`config.mk`:
```
export PLATFORM = sky130hd
export DESIGN_NAME = regfile_wr_decoded_flat
export DESIGN_NICKNAME = d
export VERILOG_FILES = /design/src/rtl/regfile_pkg.sv /design/src/rtl/regfile_wr_decoded_if.sv /design/src/rtl/decoder1_2.sv /design/src/rtl/decoder2_4.sv /design/src/rtl/decoder3_8.sv /design/src/rtl/decoder5_32.sv /design/src/rtl/regfile_wr_decoded.sv /design/src/flat_wrapper.sv
export SDC_FILE = /design/constraint.sdc
export NUM_CORES = 2
export LEC_CHECK = 0
export CAP_MARGIN = 5
export CORE_MARGIN = 10
export CORE_UTILIZATION = 40
export DETAILED_ROUTE_END_ITERATION = 8
export PLACE_DENSITY = 0.61
export SYNTH_ARGS = -nofsm -noshare
export SYNTH_HDL_FRONTEND = slang
export SYNTH_SLANG_ARGS = --single-unit
export TNS_END_PERCENT = 30
```
`constraint.sdc`:
```
create_clock -name clk -period 95.5 [get_ports clk]
set_clock_uncertainty 0.15 [all_clocks]
set_input_delay 19.1 -clock clk [delete_from_list [all_inputs] [get_ports clk]]
set_output_delay 19.1 -clock clk [all_outputs]
set_load 0.01 [all_outputs]
```
`src/rtl/regfile_pkg.sv`:
```
// rtl/regfile_pkg.sv - shared sizes and types for the architectural register file
package regfile_pkg;

    localparam int REG_WIDTH  = 64;
    localparam int NUM_REGS   = 32;
    localparam int REG_ADDR_W = 5;

    typedef logic [REG_ADDR_W-1:0] reg_addr_t;
    typedef logic [REG_WIDTH-1:0]  reg_data_t;

    localparam reg_addr_t XZR_IDX = 5'd31;

endpackage

```
`src/rtl/regfile_wr_decoded_if.sv`:
```
// rtl/regfile_wr_decoded_if.sv - write/read port bundle of the register file
interface regfile_wr_decoded_if;
    import regfile_pkg::*;

    logic      RegWrite;
    reg_addr_t WriteRegister;
    reg_data_t WriteData;
    reg_addr_t ReadRegister1;
    reg_addr_t ReadRegister2;
    reg_data_t ReadData1;
    reg_data_t ReadData2;

    modport master (
        output RegWrite, WriteRegister, WriteData, ReadRegister1, ReadRegister2,
        input  ReadData1, ReadData2
    );

    modport slave (
        input  RegWrite, WriteRegister, WriteData, ReadRegister1, ReadRegister2,
        output ReadData1, ReadData2
    );
endinterface

```
`src/rtl/decoder1_2.sv`:
```
// rtl/decoder1_2.sv - 1:2 enabled decoder, leaf stage of the write-address tree
module decoder1_2 (
    input  logic       en,
    input  logic       in,
    output logic [1:0] out
);
    assign out[0] = en & ~in;
    assign out[1] = en &  in;
endmodule

```
`src/rtl/decoder2_4.sv`:
```
// rtl/decoder2_4.sv - 2:4 enabled decoder built from 1:2 stages
module decoder2_4 (
    input  logic       en,
    input  logic [1:0] in,
    output logic [3:0] out
);
    logic [1:0] hi;

    decoder1_2 u_hi  (.en(en),    .in(in[1]), .out(hi));
    decoder1_2 u_lo0 (.en(hi[0]), .in(in[0]), .out(out[1:0]));
    decoder1_2 u_lo1 (.en(hi[1]), .in(in[0]), .out(out[3:2]));
endmodule

```
`src/rtl/decoder3_8.sv`:
```
// rtl/decoder3_8.sv - 3:8 enabled decoder built from a 1:2 stage and two 2:4 stages
module decoder3_8 (
    input  logic       en,
    input  logic [2:0] in,
    output logic [7:0] out
);
    logic [1:0] hi;

    decoder1_2 u_hi  (.en(en),    .in(in[2]),   .out(hi));
    decoder2_4 u_lo0 (.en(hi[0]), .in(in[1:0]), .out(out[3:0]));
    decoder2_4 u_lo1 (.en(hi[1]), .in(in[1:0]), .out(out[7:4]));
endmodule

```
`src/rtl/decoder5_32.sv`:
```
// rtl/decoder5_32.sv - 5:32 enabled one-hot decoder: 2:4 on the top bits fanning into four 3:8 stages
module decoder5_32 (
    input  logic        en,
    input  logic [4:0]  in,
    output logic [31:0] out
);
    logic [3:0] bank_en;

    decoder2_4 u_bank (.en(en), .in(in[4:3]), .out(bank_en));

    for (genvar b = 0; b < 4; b++) begin : g_bank
        decoder3_8 u_sub (
            .en  (bank_en[b]),
            .in  (in[2:0]),
            .out (out[b*8 +: 8])
        );
    end
endmodule

```
`src/rtl/regfile_wr_decoded.sv`:
```
// rtl/regfile_wr_decoded.sv - 32x64 register file, decoded write port, two combinational reads, X31 = zero
// Optional write-first bypass on both read ports: define REGFILE_WR_BYPASS_EN.
module regfile_wr_decoded
    import regfile_pkg::*;
(
    input  logic clk,
    input  logic reset,
    regfile_wr_decoded_if.slave bus
);
    logic [NUM_REGS-1:0] wr_en;
    reg_data_t           regs [NUM_REGS];
    reg_data_t           rd1;
    reg_data_t           rd2;
    logic                unused_xzr_en;

    decoder5_32 u_wr_dec (
        .en  (bus.RegWrite),
        .in  (bus.WriteRegister),
        .out (wr_en)
    );

    // The zero register has no storage, so its decoder output goes nowhere.
    assign unused_xzr_en = wr_en[XZR_IDX];

    for (genvar i = 0; i < NUM_REGS; i++) begin : g_reg
        if (i == int'(XZR_IDX)) begin : g_zero
            assign regs[i] = '0;
        end else begin : g_store
            always_ff @(posedge clk or posedge reset) begin
                if (reset) begin
                    regs[i] <= '0;
                end else if (wr_en[i]) begin
                    regs[i] <= bus.WriteData;
                end
            end
        end
    end

    always_comb begin
        rd1 = regs[bus.ReadRegister1];
        rd2 = regs[bus.ReadRegister2];
`ifdef REGFILE_WR_BYPASS_EN
        if (bus.RegWrite && (bus.ReadRegister1 == bus.WriteRegister)) begin
            rd1 = bus.WriteData;
        end
        if (bus.RegWrite && (bus.ReadRegister2 == bus.WriteRegister)) begin
            rd2 = bus.WriteData;
        end
`endif
        // Zero register and reset override everything, including a bypassed write.
        if (reset || (bus.ReadRegister1 == XZR_IDX)) begin
            rd1 = '0;
        end
        if (reset || (bus.ReadRegister2 == XZR_IDX)) begin
            rd2 = '0;
        end
    end

    assign bus.ReadData1 = rd1;
    assign bus.ReadData2 = rd2;
endmodule

```
`src/flat_wrapper.sv`:
```
// flat-port wrapper written by rule: the top's interface ports become plain ports
module regfile_wr_decoded_flat import regfile_pkg::*;
  (clk, reset, bus_RegWrite, bus_WriteRegister, bus_WriteData, bus_ReadRegister1, bus_ReadRegister2, bus_ReadData1, bus_ReadData2);
  regfile_wr_decoded_if bus_i ();
  input  logic clk;
  input  logic reset;
  input wire logic [$bits(bus_i.RegWrite)-1:0] bus_RegWrite;
  input wire logic [$bits(bus_i.WriteRegister)-1:0] bus_WriteRegister;
  input wire logic [$bits(bus_i.WriteData)-1:0] bus_WriteData;
  input wire logic [$bits(bus_i.ReadRegister1)-1:0] bus_ReadRegister1;
  input wire logic [$bits(bus_i.ReadRegister2)-1:0] bus_ReadRegister2;
  output wire logic [$bits(bus_i.ReadData1)-1:0] bus_ReadData1;
  output wire logic [$bits(bus_i.ReadData2)-1:0] bus_ReadData2;
  assign bus_i.RegWrite = bus_RegWrite;
  assign bus_i.WriteRegister = bus_WriteRegister;
  assign bus_i.WriteData = bus_WriteData;
  assign bus_i.ReadRegister1 = bus_ReadRegister1;
  assign bus_i.ReadRegister2 = bus_ReadRegister2;
  assign bus_ReadData1 = bus_i.ReadData1;
  assign bus_ReadData2 = bus_i.ReadData2;
  regfile_wr_decoded u_core (.clk(clk), .reset(reset), .bus(bus_i));
endmodule
```
# [After elaboration in Yosys (flattened, before gate mapping)]
# Index checks and enable logic that the tools add are counted.
[op_classes] n_lt_le_gt_ge=2 eq_ne=2 n_mux=8 n_bitwise=68 reduce_logical=2
[ops] cell="$bmux W64 S5" n=2
[ops] cell="$mux W64" n=6
[ops] cell="$and A1 B1 Y1" n=61
[ops] cell="$ge A6 B6 Y1 const B" n=2
[ops] cell="$not A5 Y6" n=2
[ops] cell="$eq A5 B5 Y1 const B" n=2
[ops] cell="$not A1 Y1" n=5
[ops] cell="$logic_or A1 B1 Y1" n=2
[totals] register_bits=1984 input_bits=82 elab_cells=113

# [Depth between registers and ports, before layout]
[depth] depth_word=6 ltp_mapped=10

# [By module]
# A second synthesis with hierarchy kept.
[hier_totals] cells_unflattened=7444 hier_area_um2=106754.9
[modules_own_cells] module="regfile_wr_decoded" n_inst=1 cells_each=7382 area_each_um2=106250.7
[modules_own_cells] module="decoder1_2" n_inst=31 cells_each=2 area_each_um2=16.3

# [Least setup slack after synthesis]
# Ideal clock, no wire load.
[synth_timing] path_type="input-to-output" from="in reset" to="out bus_ReadData2[0]" arrival_time_ns=69.858 t_required_ns=76.250 path_slack_ns=6.392 cell_stages=6 path_cell_list="buf_2 inv_1 nand2_1 a21oi_1 a221oi_1 a31oi_1"
[synth_via] elab_chain_len=2
[synth_lines] item="start: declaration" line_no="flat_wrapper.sv:6" source="input logic reset;"
[synth_lines] item="$logic_or A1 B1 Y1" line_no="regfile_wr_decoded.sv:54" source="if (reset || (bus.ReadRegister2 == XZR_IDX)) begin"
[synth_lines] item="$mux W64" line_no="regfile_wr_decoded.sv:54"
[synth_lines] item="end: declaration" line_no="flat_wrapper.sv:13" source="output wire logic [$bits(bus_i.ReadData2)-1:0] bus_ReadData2;"
# No other way between the ends.

# [Worst setup path in the final report]
[layout_timing] from="in bus_ReadRegister1[2]" to="out bus_ReadData1[35]"
[layout_via] elab_chain_len=5
[layout_lines] item="start: declaration" line_no="flat_wrapper.sv:10" source="input wire logic [$bits(bus_i.ReadRegister1)-1:0] bus_ReadRegister1;"
[layout_lines] item="$not A5 Y6 (not written as such)" line_no="regfile_wr_decoded.sv:40" source="rd1 = regs[bus.ReadRegister1];"
[layout_lines] item="$bmux W64 S5" line_no="regfile_wr_decoded.sv:40"
[layout_lines] item="$mux W64 (not written as such) (2 in a row)" line_no="regfile_wr_decoded.sv:40"
[layout_lines] item="$mux W64 *" line_no="regfile_wr_decoded.sv:51" source="if (reset || (bus.ReadRegister1 == XZR_IDX)) begin"
[layout_lines] item="end: declaration" line_no="flat_wrapper.sv:12" source="output wire logic [$bits(bus_i.ReadData1)-1:0] bus_ReadData1;"
# Every way passes the cells marked *; elsewhere a longest branch is shown, timed or not. The select of a mux whose other input is x is not followed.

==> run_results.csv <==
group,metric,value,unit
power,p_per_area,21.3,mW/mm²
worst_setup_path,worst_ep_arrival_time,24670,ps
final_layout,final_common_cell,"mux2_2",
synth,seq_area_frac_synth,46.6,%
final_layout,regMostFlops,"u_core.regs",
floorplan,die_area,0.287,mm²
detailed_routing,ant_nets,0,
synth,synth-edff-count,0,
clock_network,path_clk_slew,60,ps
detailed_routing,wl_per_cell,33.5,µm
place,dp.cells,10700,
detailed_routing,vias_per_cell,6.51,
worst_setup_path,reg2reg_setup_slack,94540,ps
worst_setup_path,critical_path_required,76250,ps
global_route,grt_max_degree,188,
sta,worst_slack,51580,ps
outcome,status,"complete, no violations",
floorplan,io-pin-count,210,
place,dp_hpwl,204000,µm
sta,max_freq,0.0228,GHz
floorplan,die_h,536,µm
sta,setup_violations,0,
synth,yosysTopAreaCellShare,46.6,%
clock_network,numCtsBuffers,220,
final_layout,nets,7495,
floorplan,core,0.265,mm²
clock_network,htreeDepth,4,
place,gp_congestion,0.805,
final_layout,final_cell_mix,"mux2_2 (2216), dfrtp_1 (1984), mux4_2 (642)",
worst_hold_path,hp-start,"u_core.regs[1590]$_DFFE_PP0P_",
clock_network,cts_tree,"done",
final_layout,syn_to_final_growth,11.2,%
detailed_routing,first_iter_violations,6908,
worst_hold_path,whs_endpoint,"u_core.regs[1590]$_DFFE_PP0P_",
clock_network,post_cts_buffers,0,
final_layout,fin_cells,11100,
floorplan,start_util,40.2,%
place,dpl_cell_area,0.111,mm²
synth,synth.distinct_cells,42,
global_route,grt_pass1_vias,74700,
synth,async_flop_share,100,%
worst_setup_path,r2r_cells,1,
synth,yosys-top-cells-area,"dfrtp_1 (47%), mux2_2 (23%), mux4_2 (14%), mux2i_1 (5.5%), clkbuf_1 (1.7%)",
worst_setup_path,worst_setup_path_end_kind,"primary output",
detailed_routing,vias,72400,
clock_network,cts_sinks,1984,
run,max_cap_viol_count,0,
sta,worst_pin_slew,1290,ps
final_layout,largest_register_ff_count,1984,
detailed_routing,firstDrtPassIters,6,
synth,syn_nets,7735,
power,peakVddDrop,0.0000216,V
worst_setup_path,cp-start-kind,"input port",
worst_setup_path,crit_type,"input port to primary output",
detailed_routing,routed_wl,373000,µm
sta,finalSetupTns,0,ps
floorplan,core.rowCount,189,
sta,hold_viol,0,
final_layout,top_regs,"u_core.regs (1984)",
synth,synthCells,7653,
clock_network,clockRootBuffer,"clkbuf_16",
clock_network,cts_hold_buf,0,
sta,fin_crit_sh,46.0,%
synth,synth_seq_cells,1984,
place,place_ws,51680,ps
worst_hold_path,hold_class,"flop to flop",
synth,synth_area_per_cell,13.9,µm²
worst_setup_path,r2r-start,"u_core.regs[499]$_DFFE_PP0P_",
synth,synth_largest_area_cell,"dfrtp_1",
clock_network,cts_buffer_depth,4,
power,power_leakage,51.1,nW
global_route,gr-usage-all-layers,25.2,%
synth,syn-cell-area,0.107,mm²
floorplan,die_x,536,µm
worst_hold_path,hold_depth,1,
detailed_routing,drc_errors,0,
clock_network,clk_latency,880,ps
worst_setup_path,cp_max_fo,61,
synth,ys.flop_type,"dfrtp_1",
clock_network,cts_resized,0,
synth,yosys_warnings,0,
global_route,grt_pass1_wl,541000,µm
place,numPortBuffers,209,
final_layout,final_cell_area,0.118,mm²
global_route,gr-total-overflow,0,
sta,drv_slew,0,
sta,rsz0062_at_grt,"false",
final_layout,drive_above_1_share,45.2,%
worst_setup_path,r2r-end,"u_core.regs[499]$_DFFE_PP0P_",
global_route,antenna_found_initial,15,
sta,fin_crit,43920,ps
sta,slew_headroom,14.3,%
-- cell type report --
type | count | area [µm²]
clock buffer | 332 | 6590
clock inverter | 57 | 761
inverter | 8 | 47.5
antenna | 8 | 20.0
multi-input combinational | 4830 | 53600
timing repair buffer | 369 | 3420
fill | 23600 | 147000
tap | 3533 | 4420
sequential | 1984 | 49600
-- power breakdown --
part / switching, mW / internal (mW) / total (mW)
clock network: 0.362 / 0.519 / 0.880
registers: 0.126 / 1.01 / 1.13
logic: 0.217 / 0.297 / 0.513
-- how the worst max path moves through the flow --
stage | from | slack [ps] | endpoint | cells past startpoint
global placement | bus_ReadRegister1[2] | 51630 | bus_ReadData1[35] | 11
finish | bus_ReadRegister1[2] | 51580 | bus_ReadData1[35] | 11
CTS | bus_ReadRegister1[2] | 51620 | bus_ReadData1[35] | 11
global route | bus_ReadRegister1[2] | 51490 | bus_ReadData1[35] | 11
floorplan | reset | 6390 | bus_ReadData2[0] | 6
detailed placement | bus_ReadRegister1[2] | 51680 | bus_ReadData1[35] | 11
-- Yosys cell counts, drive strengths merged, types with 2 or more instances --
library cell,count
nand2b,9
inv,6
nand4b,3
nor3b,3
nor2b,21
nand2,267
a21oi,256
a311oi,4
mux2,2217
a211oi,16
o22ai,173
nor3,3
mux2i,583
clkbuf,482
mux4,642
nand3,4
and2,3
buf,349
o211ai,17
nor2,180
a221oi,157
a31oi,69
clkinv,2
dfrtp,1984
o221ai,58
or3,2
a32oi,58
o21ai,80
-- critical path: stages --
cell,delay [ps]
buf_8,390
buf_4,540
buf_4,670
buf_4,820
buf_4,760
mux4_2,410
mux2i_1,180
nor2_1,60
a221oi_1,540
a32oi_1,270
clkdlybuf4s50_1,600
-- metrics by stage --
| stage | hold WS, ps | utilization (%) | total power, mW |
|---|---|---|---|
| 2_1_floorplan | 326 | - | 1.51 |
| 3_3_place_gp | 340 | 41.9 | 1.63 |
| 3_5_place_dp | 354 | 41.9 | 1.65 |
| 4_1_cts | 367 | 44.7 | 2.53 |
| 5_1_grt | 385 | 44.7 | 2.63 |
| 6_report | 370 | 44.7 | 2.53 |
-- per-layer routing --
layer  GRT usage [%]  wire [µm]  vias up  part of all wire, %
li1                -          -    28800                    -
met1            33.7     152000    39200                   41
met2            39.8     171000     3422                   46
met3            5.23      30500      916                  8.2
met4            11.2      19200        8                  5.1
met5               0         41        -                0.011
-- cells by family after synthesis --
logic type	count (synthesis)	share of synthesized area, %
AO/OA/AOI/OAI	891	5.57
buffers and inverters	839	3.45
flip-flops	1984	46.6
multiplexers	3442	42.5
AND/OR/NAND/NOR	497	1.89
No activity file was read; power rests on OpenSTA's default activity.
